--- config.mk ---
export PLATFORM = sky130hd
export DESIGN_NAME = uart_rx_fifo
export DESIGN_NICKNAME = d
export VERILOG_FILES = /design/src/rtl/uart_rx_fifo.sv
export SDC_FILE = /design/constraint.sdc
export NUM_CORES = 1
export LEC_CHECK = 0
export ABC_AREA = 1
export CORE_MARGIN = 2
export CORE_UTILIZATION = 50
export DETAILED_ROUTE_END_ITERATION = 7
export PLACE_DENSITY = 0.69
export SLEW_MARGIN = 15
export SYNTH_ARGS = -nofsm -noshare
export SYNTH_HDL_FRONTEND = slang
export SYNTH_SLANG_ARGS = --single-unit
--- constraint.sdc ---
create_clock -name clk -period 6.95 [get_ports clk]
set_input_delay 1.0425 -clock clk [delete_from_list [all_inputs] [get_ports clk]]
set_output_delay 1.0425 -clock clk [all_outputs]
set_load 0.05 [all_outputs]
--- src/rtl/uart_rx_fifo.sv ---
// Receive-side FWFT buffer for a UART receiver: stores {frame_err, parity_err, data}
// per frame, tracks sticky overflow and saturating parity/frame error counters.
module uart_rx_fifo #(
  parameter int unsigned DEPTH    = 16,
  parameter bit          DROP_ERR = 1'b0,
  parameter int unsigned CNT_W    = 8
) (
  input  logic                       clk,
  input  logic                       rst_n,
  input  logic [7:0]                 wr_data,
  input  logic                       wr_valid,
  input  logic                       wr_parity_err,
  input  logic                       wr_frame_err,
  output logic [7:0]                 rd_data,
  output logic                       rd_parity_err,
  output logic                       rd_frame_err,
  output logic                       rd_valid,
  input  logic                       rd_ready,
  output logic [$clog2(DEPTH+1)-1:0] count,
  output logic                       full,
  output logic                       empty,
  output logic                       overflow,
  input  logic                       ovf_clr,
  output logic [CNT_W-1:0]           parity_err_cnt,
  output logic [CNT_W-1:0]           frame_err_cnt,
  input  logic                       cnt_clr
);

  localparam int unsigned AW = $clog2(DEPTH);
  localparam int unsigned PW = AW + 1;

  logic [9:0]       r_mem [DEPTH];
  logic [PW-1:0]    r_wr_ptr;
  logic [PW-1:0]    r_rd_ptr;
  logic             r_overflow;
  logic [CNT_W-1:0] r_pe_cnt;
  logic [CNT_W-1:0] r_fe_cnt;

  logic             w_storable;
  logic             w_push;
  logic             w_pop;
  logic             w_ovf_set;
  logic             w_pe_inc;
  logic             w_fe_inc;
  logic [CNT_W-1:0] w_pe_nxt;
  logic [CNT_W-1:0] w_fe_nxt;
  logic [9:0]       w_head;

  assign empty    = (r_wr_ptr == r_rd_ptr);
  assign full     = (r_wr_ptr[AW] != r_rd_ptr[AW]) &&
                    (r_wr_ptr[AW-1:0] == r_rd_ptr[AW-1:0]);
  assign count    = r_wr_ptr - r_rd_ptr;
  assign rd_valid = !empty;

  assign w_storable = wr_valid && !(DROP_ERR && (wr_parity_err || wr_frame_err));
  assign w_pop      = rd_valid && rd_ready;
  // A full FIFO still accepts a frame when the head leaves in the same cycle.
  assign w_push     = w_storable && (!full || w_pop);
  assign w_ovf_set  = w_storable && full && !w_pop;
  assign w_pe_inc   = wr_valid && wr_parity_err;
  assign w_fe_inc   = wr_valid && wr_frame_err;

  assign w_head        = r_mem[r_rd_ptr[AW-1:0]];
  assign rd_data       = empty ? '0 : w_head[7:0];
  assign rd_parity_err = empty ? 1'b0 : w_head[8];
  assign rd_frame_err  = empty ? 1'b0 : w_head[9];

  assign overflow       = r_overflow;
  assign parity_err_cnt = r_pe_cnt;
  assign frame_err_cnt  = r_fe_cnt;

  // Clear coinciding with an error frame leaves the counter at 1.
  always_comb begin
    w_pe_nxt = r_pe_cnt;
    if (cnt_clr)
      w_pe_nxt = CNT_W'(w_pe_inc);
    else if (w_pe_inc && (r_pe_cnt != '1))
      w_pe_nxt = r_pe_cnt + CNT_W'(1);
  end

  always_comb begin
    w_fe_nxt = r_fe_cnt;
    if (cnt_clr)
      w_fe_nxt = CNT_W'(w_fe_inc);
    else if (w_fe_inc && (r_fe_cnt != '1))
      w_fe_nxt = r_fe_cnt + CNT_W'(1);
  end

  always_ff @(posedge clk) begin
    if (w_push)
      r_mem[r_wr_ptr[AW-1:0]] <= {wr_frame_err, wr_parity_err, wr_data};
  end

  always_ff @(posedge clk or negedge rst_n) begin
    if (!rst_n) begin
      r_wr_ptr   <= '0;
      r_rd_ptr   <= '0;
      r_overflow <= 1'b0;
      r_pe_cnt   <= '0;
      r_fe_cnt   <= '0;
    end else begin
      if (w_push)
        r_wr_ptr <= r_wr_ptr + PW'(1);
      if (w_pop)
        r_rd_ptr <= r_rd_ptr + PW'(1);
      if (w_ovf_set)
        r_overflow <= 1'b1;
      else if (ovf_clr)
        r_overflow <= 1'b0;
      r_pe_cnt <= w_pe_nxt;
      r_fe_cnt <= w_fe_nxt;
    end
  end

endmodule

Word-level counts from Yosys, hierarchy flattened

Memory sizes are Yosys's and may differ from the RTL's.
Cells that the tools add are included.

Register bits: 27
Memory bits (writable): 160
Bits of input ports: 16
Output and inout port bits: 35
Word-level logic and storage cells: 43
Memories kept: 1

Add/subtract/negate cells: 5
Equal/unequal tests: 5
Mux-type cells: 11
Reduce and logical (&&, ||, !) cells: 16

Memory list:

| memory | depth | width | read ports | clocked after Yosys merged registers in | write ports | line | RTL |
|---|---|---|---|---|---|---|---|
| r_mem  | 16    | 10    | 1          | 0                                       | 1           | 32   | `logic [9:0] r_mem [DEPTH];` |

Operators with widths:

| operator                                     | number |
|---|---|
| 2-to-1 mux 8 bit                             | 5 |
| adder 8 x 1 -> 8 bit (second input constant) | 2 |
| != test 8 bit (second input constant)        | 2 |
| adder 5 x 1 -> 5 bit (second input constant) | 2 |
| logical AND 1 bit                            | 9 |
| 2-to-1 mux 1 bit                             | 6 |
| nonzero test 2 bit                           | 3 |
| equality test 5 bit                          | 1 |
| subtractor 5 bit                             | 1 |
| equality test 4 bit                          | 1 |
| logical NOT 1 bit                            | 3 |
| logical OR 1 bit                             | 1 |
| != test 1 bit                                | 1 |

Logic depth before layout (Yosys ltp)

Gate-level depths: netlist of the first run.

Depth after elaboration: 7
Mapped depth: 13
Depth with buffers taken out: 11

Least setup slack after synthesis of the first run

Ideal clock, no wire load.

Path type: reg2out
Start: register r_rd_ptr[2]
End: output port rd_data[0]
Arrival: 2670 ps
Data required time: 5907 ps
Path slack: 3237 ps
Stages on the path, launching flop included: 10
Cells stage by stage: dfrtp_1 > inv_1 > clkbuf_1 > ha_1 > nand2_2 > nor2_4 > nand2_2 > inv_1 > buf_2 > a21oi_1

Cells in the longest elaborated chain, start to end: 2
Elaborated cells between the ends (all ways): 3
Classes of those cells: 1 x eq/ne; 1 x mux; 1 x memory

Ends and longest elaborated chain:

| element                | line | RTL |
|---|---|---|
| start, declared        | 34   | `logic [PW-1:0] r_rd_ptr;` |
| start signal, assigned | 105  | `r_rd_ptr <= r_rd_ptr + PW'(1);` |
| equality test 5 bit    | 49   | `assign empty = (r_wr_ptr == r_rd_ptr);` |
| via empty              | 21   | `output logic empty,` |
| 2-to-1 mux 8 bit       | 64   | `assign rd_data = empty ? '0 : w_head[7:0];` |
| end, declared          | 14   | `output logic [7:0] rd_data,` |

The timed path passes the listed nets, and every way through them passes these cells.

Final worst setup path of the first run

Start: register r_rd_ptr[2]
End: output port rd_frame_err

Cells in the longest elaborated chain, start to end: 2
Elaborated cells between the ends (all ways): 3
Classes of those cells: 1 x eq/ne; 1 x mux; 1 x memory

Ends and longest elaborated chain:

| element                                                            | line | RTL |
|---|---|---|
| memory (16 x 10 bit) / equality test 5 bit (equally long branches) | -    |  |
| 2-to-1 mux 1 bit (*)                                               | 66   | `assign rd_frame_err = empty ? 1'b0 : w_head[9];` |
| end, declared                                                      | 16   | `output logic rd_frame_err,` |

Mark *: on every way between the ends. The rest lies on a longest branch, timed or not.

==> key figures, run 1 <==
Power and ir drop
  – Final Power: 4440 µW
  – PwrDens: 445 nW/µm²
  – Max IR drop VDD: 0.000610 V
  – Leak Pwr: 0.00431 µW

Synthesis
  – Syn Inst Count: 892
  – Yosys reg bits: 187
  – Sequential area share after synthesis: 0.631
  – Number of synthesized flops with an enable pin: 160
  – Mapped Avg Cell Area: 9.73 µm²
  – Asr flop ratio synth: 0.144
  – Yosys warns: 0
  – Post-synthesis cell area: 8680 µm²
  – Main synth FF type: edfxtp_1
  – Post-synth cell types: 31
  – Syn Nets: 920

Drt
  – Detailed-route via count: 5919
  – Initial DRC Count: 568
  – DRT Wirelength: 19.2 mm
  – Vias per cell: 5.05
  – Drt first pass iters: 6
  – WL/cell: 16.4 µm
  – DRC errors left: 0
  – Final ANT Viol Nets: 0

Floorplanning
  – Chip Width: 136 µm
  – DIE HEIGHT: 136 µm
  – Core area: 17100 µm²
  – Die area: 18400 µm²
  – Cell Rows: 48
  – Initial cell density of the core: 0.507
  – I/O pins: 51

Finish
  – NumNets Final: 961
  – Most common cell after layout, fill and taps aside: nand2_1
  – Fraction of layout cells with a size suffix above 1: 0.0655
  – Antenna Cells: 0
  – Most frequent cells in the layout: 309 x nand2_1, 160 x edfxtp_1, 135 x inv_1, 109 x nand3_1, 50 x clkdlybuf4s50_1
  – Synth-to-Final Area Change: 14.8%

Timing
  – RSZ-0062 raised after global routing: false
  – Worst-case clock skew: 0.0136 ns
  – Worst slew pin tran: 1.08 ns
  – Final period util: 0.656
  – Final TNS setup: 0 ns
  – Highest Clock Rate: 219 MHz
  – Count of final max-slew check failures: 0
  – Slew HR: 0.275
  – Final Hold Vio Count: 0
  – Final min period: 4.56 ns
  – Final setup fails: 0

GRT
  – GRT Util Overall: 0.221
  – First-pass GRT wire length: 30.0 mm
  – Vias in the first global route: 5500
  – Grt ovf: 0
  – Pin count of the biggest net entering global routing: 82
  – Initial antenna violation count: 0

Placement
  – Hpwl dp: 11.5 mm
  – RePlAce Congestion: 0.816
  – IO Port Bufs: 50

Worst setup path
  – Critical path, cell by cell: inv_1, ha_1, nand2_2, nor2_4, nand2_2, inv_1, a21oi_1, clkdlybuf4s50_1
  – Critical Path RT: 5.91 ns
  – Setup crit end kind: output pin
  – Worst path slowest cell: clkdlybuf4s50_1
  – Crit path kind: flop to output pin
  – Critical Path AT: 3.52 ns
  – CP Buf/Inv Count: 3
  – Startpoint Class: flop
  – CP max stage delay: 0.85 ns
  – Critical-path maximum fanout: 14
  – CP delay by family, top: buffers and inverters

Clock network
  – Hold_buf cts: 0
  – Post-CTS setup buffers: 0
  – H-tree depth: 4
  – Max Buffers Root-to-Sink: 2
  – Clock transition at path regs: 0.07 ns
  – Clk sinks: 187
  – Clk Latency, worst-skew pair: 0.43 ns
  – CTS tree: yes
  – CTS Buf Count: 17
  – Clock Tree Root: clkbuf_16
  – Post_cts resized: 0

Min path
  – Hold Path Class: flop to flop

Job
  – Max-cap violations: 0

Outcome
  – Run status: finished clean
power breakdown:
group          internal (µW)  switching [µW]
Sequential              1340            76.7
Combinational            581            1410
Clock                    614             417
Total                   2540            1900
sequential cells by signal, summed over array words and instances (netlist names):
register and flops:
frame_err_cnt 8, r_rd_ptr 5, r_mem 160, overflow 1, r_wr_ptr 5, parity_err_cnt 8
stage by stage:
step | cell area (µm²) | utilization | hold WS [ns] | setup WS [ns] | std cells
3_3_place_gp | 9340 | 0.545 | 0.476 | 2.95 | 1139
5_1_grt | 9970 | 0.582 | 0.553 | 2.21 | 1171
2_1_floorplan | 8680 | - | 0.463 | 3.24 | 892
3_5_place_dp | 9340 | 0.545 | 0.523 | 2.89 | 1139
4_1_cts | 9970 | 0.582 | 0.534 | 2.42 | 1171
6_report | 9970 | 0.582 | 0.534 | 2.39 | 1171
synthesized netlist by cell type, types with 2 or more instances:
library cell,instances,area share
ha_1,11,0.016
clkbuf_1,7,0.0030
nand2_4,6,0.0078
clkinv_1,2,0.00086
nand4_1,2,0.0014
nor2_2,2,0.0014
edfxtp_1,160,0.55
nand2_1,309,0.13
dfrtp_1,27,0.078
buf_4,5,0.0043
nor3_1,5,0.0029
inv_1,135,0.058
o21ai_0,13,0.0075
xor2_1,13,0.013
nand2_2,7,0.0050
xnor2_1,2,0.0020
a21oi_1,14,0.0081
buf_2,21,0.012
nand3_1,109,0.063
nor2_4,2,0.0026
nor2_1,29,0.013
o21ai_2,2,0.0020
routing by layer:
| layer | GRT usage | vias up | share of wire |
|---|---|---|---|
| li1 | - | 2929 | - |
| met1 | 0.309 | 2816 | 0.46 |
| met2 | 0.344 | 157 | 0.47 |
| met3 | 0.0561 | 17 | 0.062 |
| met4 | 0.0631 | 0 | 0.012 |
| met5 | 0 | - | 0 |
cell families (layout without fill, tap and decap cells):
family	count (synthesis)	after routing	synth area share
xor+xnor	16	16	0.0170
simple gates	473	473	0.234
flops	187	187	0.631
buf+inv	173	227	0.0811
compound gates	31	31	0.0190
fa+ha+maj	12	12	0.0182
cell type report:
cell class	instances	area, µm²
timing repair buffer	55	538
multi-input combinational	532	2500
tap	225	282
clock buffer	19	443
clock inverter	13	191
fill	1427	7150
inverter	140	536
sequential	187	5480
final timing paths:
| path | from | to | slack (ns) | depth (start not counted) |
|---|---|---|---|---|
| min in group asynchronous | rst_n | parity_err_cnt[1] | 0.99 | 2 |
| min | r_rd_ptr[4] | r_rd_ptr[4] | 0.53 | 1 |
| max in group asynchronous | rst_n | r_rd_ptr[0] | 5.64 | 2 |
| min reg2reg | r_rd_ptr[4] | r_rd_ptr[4] | 0.53 | 1 |
| max reg2reg | r_rd_ptr[2] | r_mem[7][0] | 3.63 | 11 |
| max | r_rd_ptr[2] | rd_frame_err | 2.39 | 8 |
Power figures use the tool's default switching activity.
==> inputs of run 2 (changes only) <==
Clock period 6.95 ns to 4.76 ns, I/O delays scaled along.
==> run 2 against run 1 <==
Compared with the run above:
- worst hold slack worse by 0.033 ns
- flip-flop and latch count unchanged
- cell area up 1.1%
- combinational power up 67%
- via count up 1.6%
- global-route usage up 0.22 points
- highest routed layer unchanged
==> key figures, run 2 (synthesis gave the netlist of run 1 again) <==
Drt
  – Met3 wire len: 1.12 mm
  – Initial DRC Count: 544
  – Final ANT Viol Nets: 0
  – Highest metal layer with signal wires: met4
  – DRT Wirelength: 19.2 mm
  – DRC errors left: 0
  – WL/cell: 16.4 µm
  – Wl on met1: 8.47 mm
  – Vias per cell: 5.14
  – Detailed-route via count: 6014
  – Drt first pass iters: 5
  – Routed wl met2: 9.16 mm

Power and ir drop
  – Int Power: 3990 µW
  – PwrDens: 673 nW/µm²
  – NetSw: 2800 µW
  – Leak Pwr: 0.00438 µW
  – Max IR drop VDD: 0.00143 V
  – Switching share of power: 0.412
  – Clock Power Share: 0.203
  – Sequential power share: 0.308
  – Share of total power in combinational logic: 0.489

Clock network
  – Hold_buf cts: 0
  – Post_cts resized: 0
  – H-tree depth: 4
  – Clock transition at path regs: 0.07 ns
  – Max Buffers Root-to-Sink: 2
  – CTS tree: yes
  – Post-CTS setup buffers: 0
  – Clock Tree Root: clkbuf_16
  – CTS Buf Count: 17
  – Clk Latency, worst-skew pair: 0.43 ns
  – Clk sinks: 187

Timing
  – Slew HR: 0.236
  – Final min period: 3.83 ns
  – Count of final max-slew check failures: 0
  – Worst-case clock skew: 0.00781 ns
  – Final Hold Vio Count: 0
  – Highest Clock Rate: 261 MHz
  – RSZ-0062 raised after global routing: false
  – Final TNS setup: 0 ns
  – Final period util: 0.804
  – Worst slew pin tran: 1.14 ns
  – WHS: 0.501 ns
  – Final setup fails: 0

Worst setup path
  – CP Buf/Inv Count: 3
  – Critical Path AT: 3.12 ns
  – Startpoint Class: flop
  – Critical Path RT: 4.05 ns
  – Worst path slowest cell: dfrtp_1
  – Crit path kind: flop to output pin
  – CP delay by family, top: buffers and inverters
  – Setup crit end kind: output pin
  – Critical-path maximum fanout: 14
  – CP max stage delay: 0.69 ns
  – Critical path, cell by cell: inv_1, ha_1, nand2_2, nor2_4, nand2_2, inv_1, a21oi_1, buf_12

Floorplanning
  – Cell Rows: 48
  – Initial cell density of the core: 0.507
  – Die area: 18400 µm²
  – DIE HEIGHT: 136 µm
  – I/O pins: 51
  – Core area: 17100 µm²
  – Chip Width: 136 µm

Placement
  – RePlAce Congestion: 0.821
  – Hpwl dp: 12.1 mm
  – Placed insts: 1139
  – IO Port Bufs: 50

Finish
  – Max FFs per register: 160
  – Most common cell after layout, fill and taps aside: nand2_1
  – Antenna Cells: 0
  – Fraction of layout cells with a size suffix above 1: 0.0782
  – Most frequent cells in the layout: 309 x nand2_1, 160 x edfxtp_1, 135 x inv_1, 109 x nand3_1, 33 x clkdlybuf4s50_1
  – Synth-to-Final Area Change: 16.1%
  – Non-Filler Instances: 1171
  – Util after Layout: 0.589
  – NumNets Final: 961

GRT
  – GRT Util Overall: 0.223
  – Pin count of the biggest net entering global routing: 82
  – Vias in the first global route: 5695
  – Initial antenna violation count: 0
  – Grt ovf: 0
  – First-pass GRT wire length: 30.5 mm

Outcome
  – Run status: finished clean

Min path
  – Hold Path Class: flop to flop

Job
  – Max-cap violations: 0
-- run 2: cell count changes in the layout (fill, tap and decap cells not counted), sizes merged --
| cell | previous run | this run |
|---|---|---|
| buf | 5 | 22 |
| clkdlybuf4s50 | 50 | 33 |
| clkbuf | 19 | 26 |
| bufinv | 4 | 2 |
| clkinv | 7 | 5 |
| clkinvlp | 3 | 1 |
| inv | 139 | 138 |
-- run 2: power groups by stage --
stage | Combinational (µW) | Sequential (µW) | Clock, µW
after detailed placement | 3320 | 2120 | 0
after floorplan | 2080 | 2070 | 0
after global routing | 3590 | 2110 | 1460
final | 3320 | 2090 | 1380
after global placement | 3300 | 2120 | 0
after CTS | 3340 | 2090 | 1390
-- run 2: cell type report --
type / count / area [µm²]
clock buffers: 26 / 489
well taps: 225 / 282
repair buffers: 55 / 708
clock inverters: 6 / 86.3
fillers: 1433 / 7040
inverters: 140 / 536
multi-input cells: 532 / 2500
flip-flops and latches: 187 / 5480
-- run 2: metrics by stage --
stage / total power (µW) / setup slack [ns] / area [µm²]
2_1_floorplan: 4150 / 1.38 / 8680
3_3_place_gp: 5420 / 1.43 / 9510
3_5_place_dp: 5440 / 1.38 / 9510
4_1_cts: 6820 / 0.951 / 10100
5_1_grt: 7160 / 0.708 / 10100
6_report: 6790 / 0.931 / 10100
-- run 2: metal layers --
layer  GRT usage  vias to the layer above
met5           0                        -
li1            -                     2930
met3      0.0441                       33
met1       0.308                     2850
met4      0.0787                        0
met2       0.354                      201
-- run 2: path summary, 6_finish.rpt --
check	startpoint	to	slack, ns	cells after the start
worst max-delay path	r_rd_ptr[2]	rd_frame_err	0.93	8
worst min-delay path	r_rd_ptr[3]	r_rd_ptr[3]	0.50	1
worst max register to register	r_rd_ptr[2]	r_mem[4][0]	1.34	11
worst min register to register	r_rd_ptr[3]	r_rd_ptr[3]	0.50	1
max in group asynchronous	rst_n	r_rd_ptr[0]	3.81	2
min in group asynchronous	rst_n	parity_err_cnt[1]	0.66	2
-- run 2: worst reg2reg max path: stages, from the launching register on --
cell	delay, ns
dfrtp_1	0.69
inv_1	0.39
ha_1	0.47
nand2_2	0.12
nor2_4	0.05
inv_2	0.06
nor2_4	0.05
nand2_4	0.09
nand2_8	0.07
inv_8	0.12
nand2_4	0.07
nor2_1	0.85
